==> src/rtl/if_id_queue.sv <==
// IF/ID decoupling queue: circular FIFO of {pc, instruction} pairs between fetch and decode.
// Optional flush statistics output enabled by defining IF_ID_QUEUE_STATS_EN.
module if_id_queue #(
  parameter int unsigned DEPTH = 4,
  parameter logic [31:0] NOP   = 32'h00000013
) (
  input  logic        clk,
  input  logic        reset_n,
  input  logic [14:0] pc_IF,
  input  logic [31:0] instruction_IF,
  input  logic        valid_IF,
  input  logic        stall_ID,
  input  logic        flush_EXE,
  output logic        pc_write_HZRD,
  output logic [14:0] pc_ID,
  output logic [31:0] instruction_ID,
  output logic        valid_ID
`ifdef IF_ID_QUEUE_STATS_EN
  ,
  output logic [15:0] flush_count
`endif
);

  localparam int unsigned PtrW = $clog2(DEPTH);
  localparam int unsigned CntW = PtrW + 1;

  logic [46:0]     mem_q [DEPTH];
  logic [PtrW-1:0] wr_ptr_q, wr_ptr_d;
  logic [PtrW-1:0] rd_ptr_q, rd_ptr_d;
  logic [CntW-1:0] count_q, count_d;
  logic            push, pop;

  // Flow control comes from registered occupancy only, so IF never sees a combinational path.
  assign pc_write_HZRD = (count_q != CntW'(DEPTH));
  assign valid_ID      = (count_q != '0);
  assign push          = valid_IF && pc_write_HZRD && !flush_EXE;
  assign pop           = valid_ID && !stall_ID && !flush_EXE;

  always_comb begin
    wr_ptr_d = wr_ptr_q;
    rd_ptr_d = rd_ptr_q;
    count_d  = count_q;
    if (flush_EXE) begin
      wr_ptr_d = '0;
      rd_ptr_d = '0;
      count_d  = '0;
    end else begin
      if (push) wr_ptr_d = wr_ptr_q + PtrW'(1);
      if (pop)  rd_ptr_d = rd_ptr_q + PtrW'(1);
      unique case ({push, pop})
        2'b10:   count_d = count_q + CntW'(1);
        2'b01:   count_d = count_q - CntW'(1);
        default: count_d = count_q;
      endcase
    end
  end

  always_ff @(posedge clk or negedge reset_n) begin
    if (!reset_n) begin
      wr_ptr_q <= '0;
      rd_ptr_q <= '0;
      count_q  <= '0;
    end else begin
      wr_ptr_q <= wr_ptr_d;
      rd_ptr_q <= rd_ptr_d;
      count_q  <= count_d;
    end
  end

  // Storage is deliberately not reset; valid_ID masks stale contents.
  always_ff @(posedge clk) begin
    if (push) mem_q[wr_ptr_q] <= {pc_IF, instruction_IF};
  end

  always_comb begin
    pc_ID          = 15'd0;
    instruction_ID = NOP;
    if (valid_ID) begin
      pc_ID          = mem_q[rd_ptr_q][46:32];
      instruction_ID = mem_q[rd_ptr_q][31:0];
    end
  end

`ifdef IF_ID_QUEUE_STATS_EN
  logic [15:0] flush_count_q, flush_count_d;
  logic [16:0] flush_sum;

  // Each flush discards every entry currently held; the total saturates.
  assign flush_sum = {1'b0, flush_count_q} + 17'(count_q);

  always_comb begin
    flush_count_d = flush_count_q;
    if (flush_EXE) flush_count_d = flush_sum[16] ? 16'hFFFF : flush_sum[15:0];
  end

  always_ff @(posedge clk or negedge reset_n) begin
    if (!reset_n) flush_count_q <= '0;
    else          flush_count_q <= flush_count_d;
  end

  assign flush_count = flush_count_q;
`endif

endmodule

==> config.mk <==
export PLATFORM = sky130hd
export DESIGN_NAME = if_id_queue
export DESIGN_NICKNAME = d
export VERILOG_FILES = /design/src/rtl/if_id_queue.sv
export SDC_FILE = /design/constraint.sdc
export NUM_CORES = 1
export LEC_CHECK = 0
export BUFFER_PORTS_ARGS = -buffer_cell sky130_fd_sc_hd__buf_2
export CORE_UTILIZATION = 40
export CTS_CLUSTER_DIAMETER = 40
export DETAILED_ROUTE_END_ITERATION = 8
export GPL_ROUTABILITY_DRIVEN = 0
export GPL_TIMING_DRIVEN = 0
export PLACE_DENSITY = 0.59
export REMOVE_ABC_BUFFERS = 1
export SYNTH_ARGS = -nofsm -noshare
export SYNTH_HDL_FRONTEND = slang
export SYNTH_SLANG_ARGS = --single-unit
==> constraint.sdc <==
create_clock -name clk -period 7.1 [get_ports clk]
set_clock_uncertainty 0.2 [all_clocks]
set_input_delay 0.355 -clock clk [delete_from_list [all_inputs] [get_ports clk]]
set_output_delay 0.355 -clock clk [all_outputs]
set_load 0.01 [all_outputs]
==> qor.csv <==
metric,value,unit
status,"complete, no violations",
met2_length,7293,µm
fp-row-count,50,
root_buffer,clkbuf_16,
stdcell_count,767,
endpoint,instruction_ID[4],
die_x,140.6,µm
track_usage,0.1595,
start_kind,flip-flop,
yosysSeqAreaShare,0.7579,
reg2reg_slack,4.29,ns
slew_viol_final,0,
grt_start_max_net_pins,48,
final_antenna_net_count,0,
met1Wirelength,6318,µm
coreArea,18770,µm²
top_level_ports,101,
synthTopCellsByArea,"edfxtp_1 (74%), mux4_2 (14%), nor2b_1 (3.8%)",
mostFrequentLayoutCells,"edfxtp_1 (188), buf_2 (100), dlygate4sd3_1 (49)",
r2r_cells,7,
htreeDepth,4,
ys.flop_type,edfxtp_1,
grt-ovfl-total,0,
crit_fanout,36,
hold_violations,0,
timing.rr.end,count_q[1],
synthCells,364,
wl_per_cell,18.84,µm
dr.max_layer_used,met4,
synth_top_cell_area_share,0.7351,
area_growth,24.73,%
yosysWarnings,0,
arrival,2.29,ns
ys_ff_latch,195,
clk_latency,0.42,ns
max-clock-path-buffers,2,
insertedDiodeCount,0,
rsz0062_at_grt,false,
place_hpwl,8614,µm
finalNetCount,577,
yosys.area.top_type,edfxtp_1,
worstPathRequired,6.55,ns
fillers,1571,
dp.cells,686,
synthesis.area,7680,µm²
vias,3852,
dieArea,19760,µm²
finalCritPeriodShare,0.4014,
avgViaCountPerCell,5.022,
relSlewSlack,0.4269,
post-cts-setup-buffers,0,
grt_pass1_wl,22920,µm
port-buffer-count,100,
wl_met3,673,µm
async_reset_ff_frac,0.03590,
worst_pin_slew,0.8597,ns
cap_violations,0,
avgSynthCellArea,21.10,µm²
crit_path_start,rd_ptr_q[0],
power_density,304.7,nW/µm²
layout_min_cycle_time,2.850,ns
endpoint_kind,output port,
path_class,flip-flop to output port,
start_util,0.4092,
layout_commonest_cell,edfxtp_1,
hold_class,input pin to asynchronous set/reset pin,
clk_transition_reported_paths,0.07,ns
peakVddDrop,0.0001769,V
drc,0,
wl,14450,µm
ys_types,37,
die_y,140.6,µm
cts_buffers,17,
synth_edf_count,188,
clock_sinks,195,
antenna_found_initial,0,
r2r-start,count_q[0],
leakage,3.273,nW
fmax,0.3509,GHz
tns,0,ns
cts_tree,yes,
firstDrtPassIters,6,
first_iter_violations,213,
grt_pass1_vias,4220,
final_layout_size_suffix_gt1_frac,0.3546,
setup_viol,0,
[report_power, final]
group	leakage, nW	switching [mW]	internal (mW)
clock network	0.265	0.402	0.483
logic	1.21	0.333	0.343
registers	1.80	0.0463	1.31
[worst min path at each step]
stage | start | to | slack [ns] | cells after the start
floorplan | reset_n | count_q[0] | -0.14 | 0
global placement | reset_n | count_q[0] | -0.002 | 1
detailed placement | reset_n | count_q[0] | 0.008 | 1
CTS | reset_n | count_q[2] | 0.08 | 2
global route | reset_n | count_q[1] | 0.09 | 2
finish | reset_n | count_q[1] | 0.1 | 2
[repair_timing]
item / 4_1_cts / 5_1_grt
resized for setup: 0 / 0
hold buffers: 49 / 0
endpoints found under the hold margin: 196 / 0
[logic make-up (layout without fill, tap and decap cells)]
group / Yosys count / after routing / share of synthesized area
AOI/OAI and AO/OA: 18 / 18 / 0.01483
xor gates and xnor gates: 1 / 1 / 0.001141
adders and majority gates: 5 / 5 / 0.009124
buffers and inverters: 27 / 196 / 0.01955
DFF: 195 / 195 / 0.7579
muxes: 47 / 47 / 0.1378
and+or+nand+nor: 71 / 71 / 0.05963
[final cells by class]
class | instances | area (µm²) | area share
clock buffers | 19 | 432.9 | 0.04519
clock inverters | 13 | 107.6 | 0.01123
inverters | 7 | 26.28 | 0.002743
multi-input cells | 142 | 1718 | 0.1793
flip-flops and latches | 195 | 5826 | 0.6082
well taps | 234 | 292.8 | 0.03056
repair buffers | 157 | 1176 | 0.1228
[sequential cells by signal, summed over array words and instances, names as in the netlist]
register and cells:
wr_ptr_q 2, count_q 3, rd_ptr_q 2, mem_q 188
[critical path, cell delays in order, from the launching register on]
cell     delay [ns]
dfrtp_4        0.64
buf_16         0.32
mux4_2         0.53
or2_1          0.21
buf_2          0.15
[cells in the mapped netlist (4+ instances only)]
cell type  number
edfxtp_1      188
mux4_2         47
nor2b_1        47
dfrtp_1         7
inv_1           7
a21oi_1         6
clkbuf_1        6
and3_1          4
buf_2           4
ha_1            4
o21ai_0         4
[metal layers]
metal,vias up,global-route usage
met5,-,0
met4,0,0.04577
met3,12,0.04923
met2,99,0.2708
met1,1953,0.1975
li1,1788,-
[through the flow]
stage	worst slack (ns)	hold slack, ns	utilization	power (mW)	cell area [µm²]
2_1_floorplan	3.692	-0.1406	-	1.745	7556
3_3_place_gp	2.569	-0.001905	0.4449	1.996	8349
5_1_grt	4.080	0.08959	0.5104	3.061	9579
4_1_cts	4.160	0.07517	0.5104	2.964	9579
3_5_place_dp	4.300	0.008186	0.4555	2.058	8548
6_report	4.250	0.09615	0.5104	2.919	9579
No activity file was read; power rests on OpenSTA's default activity.
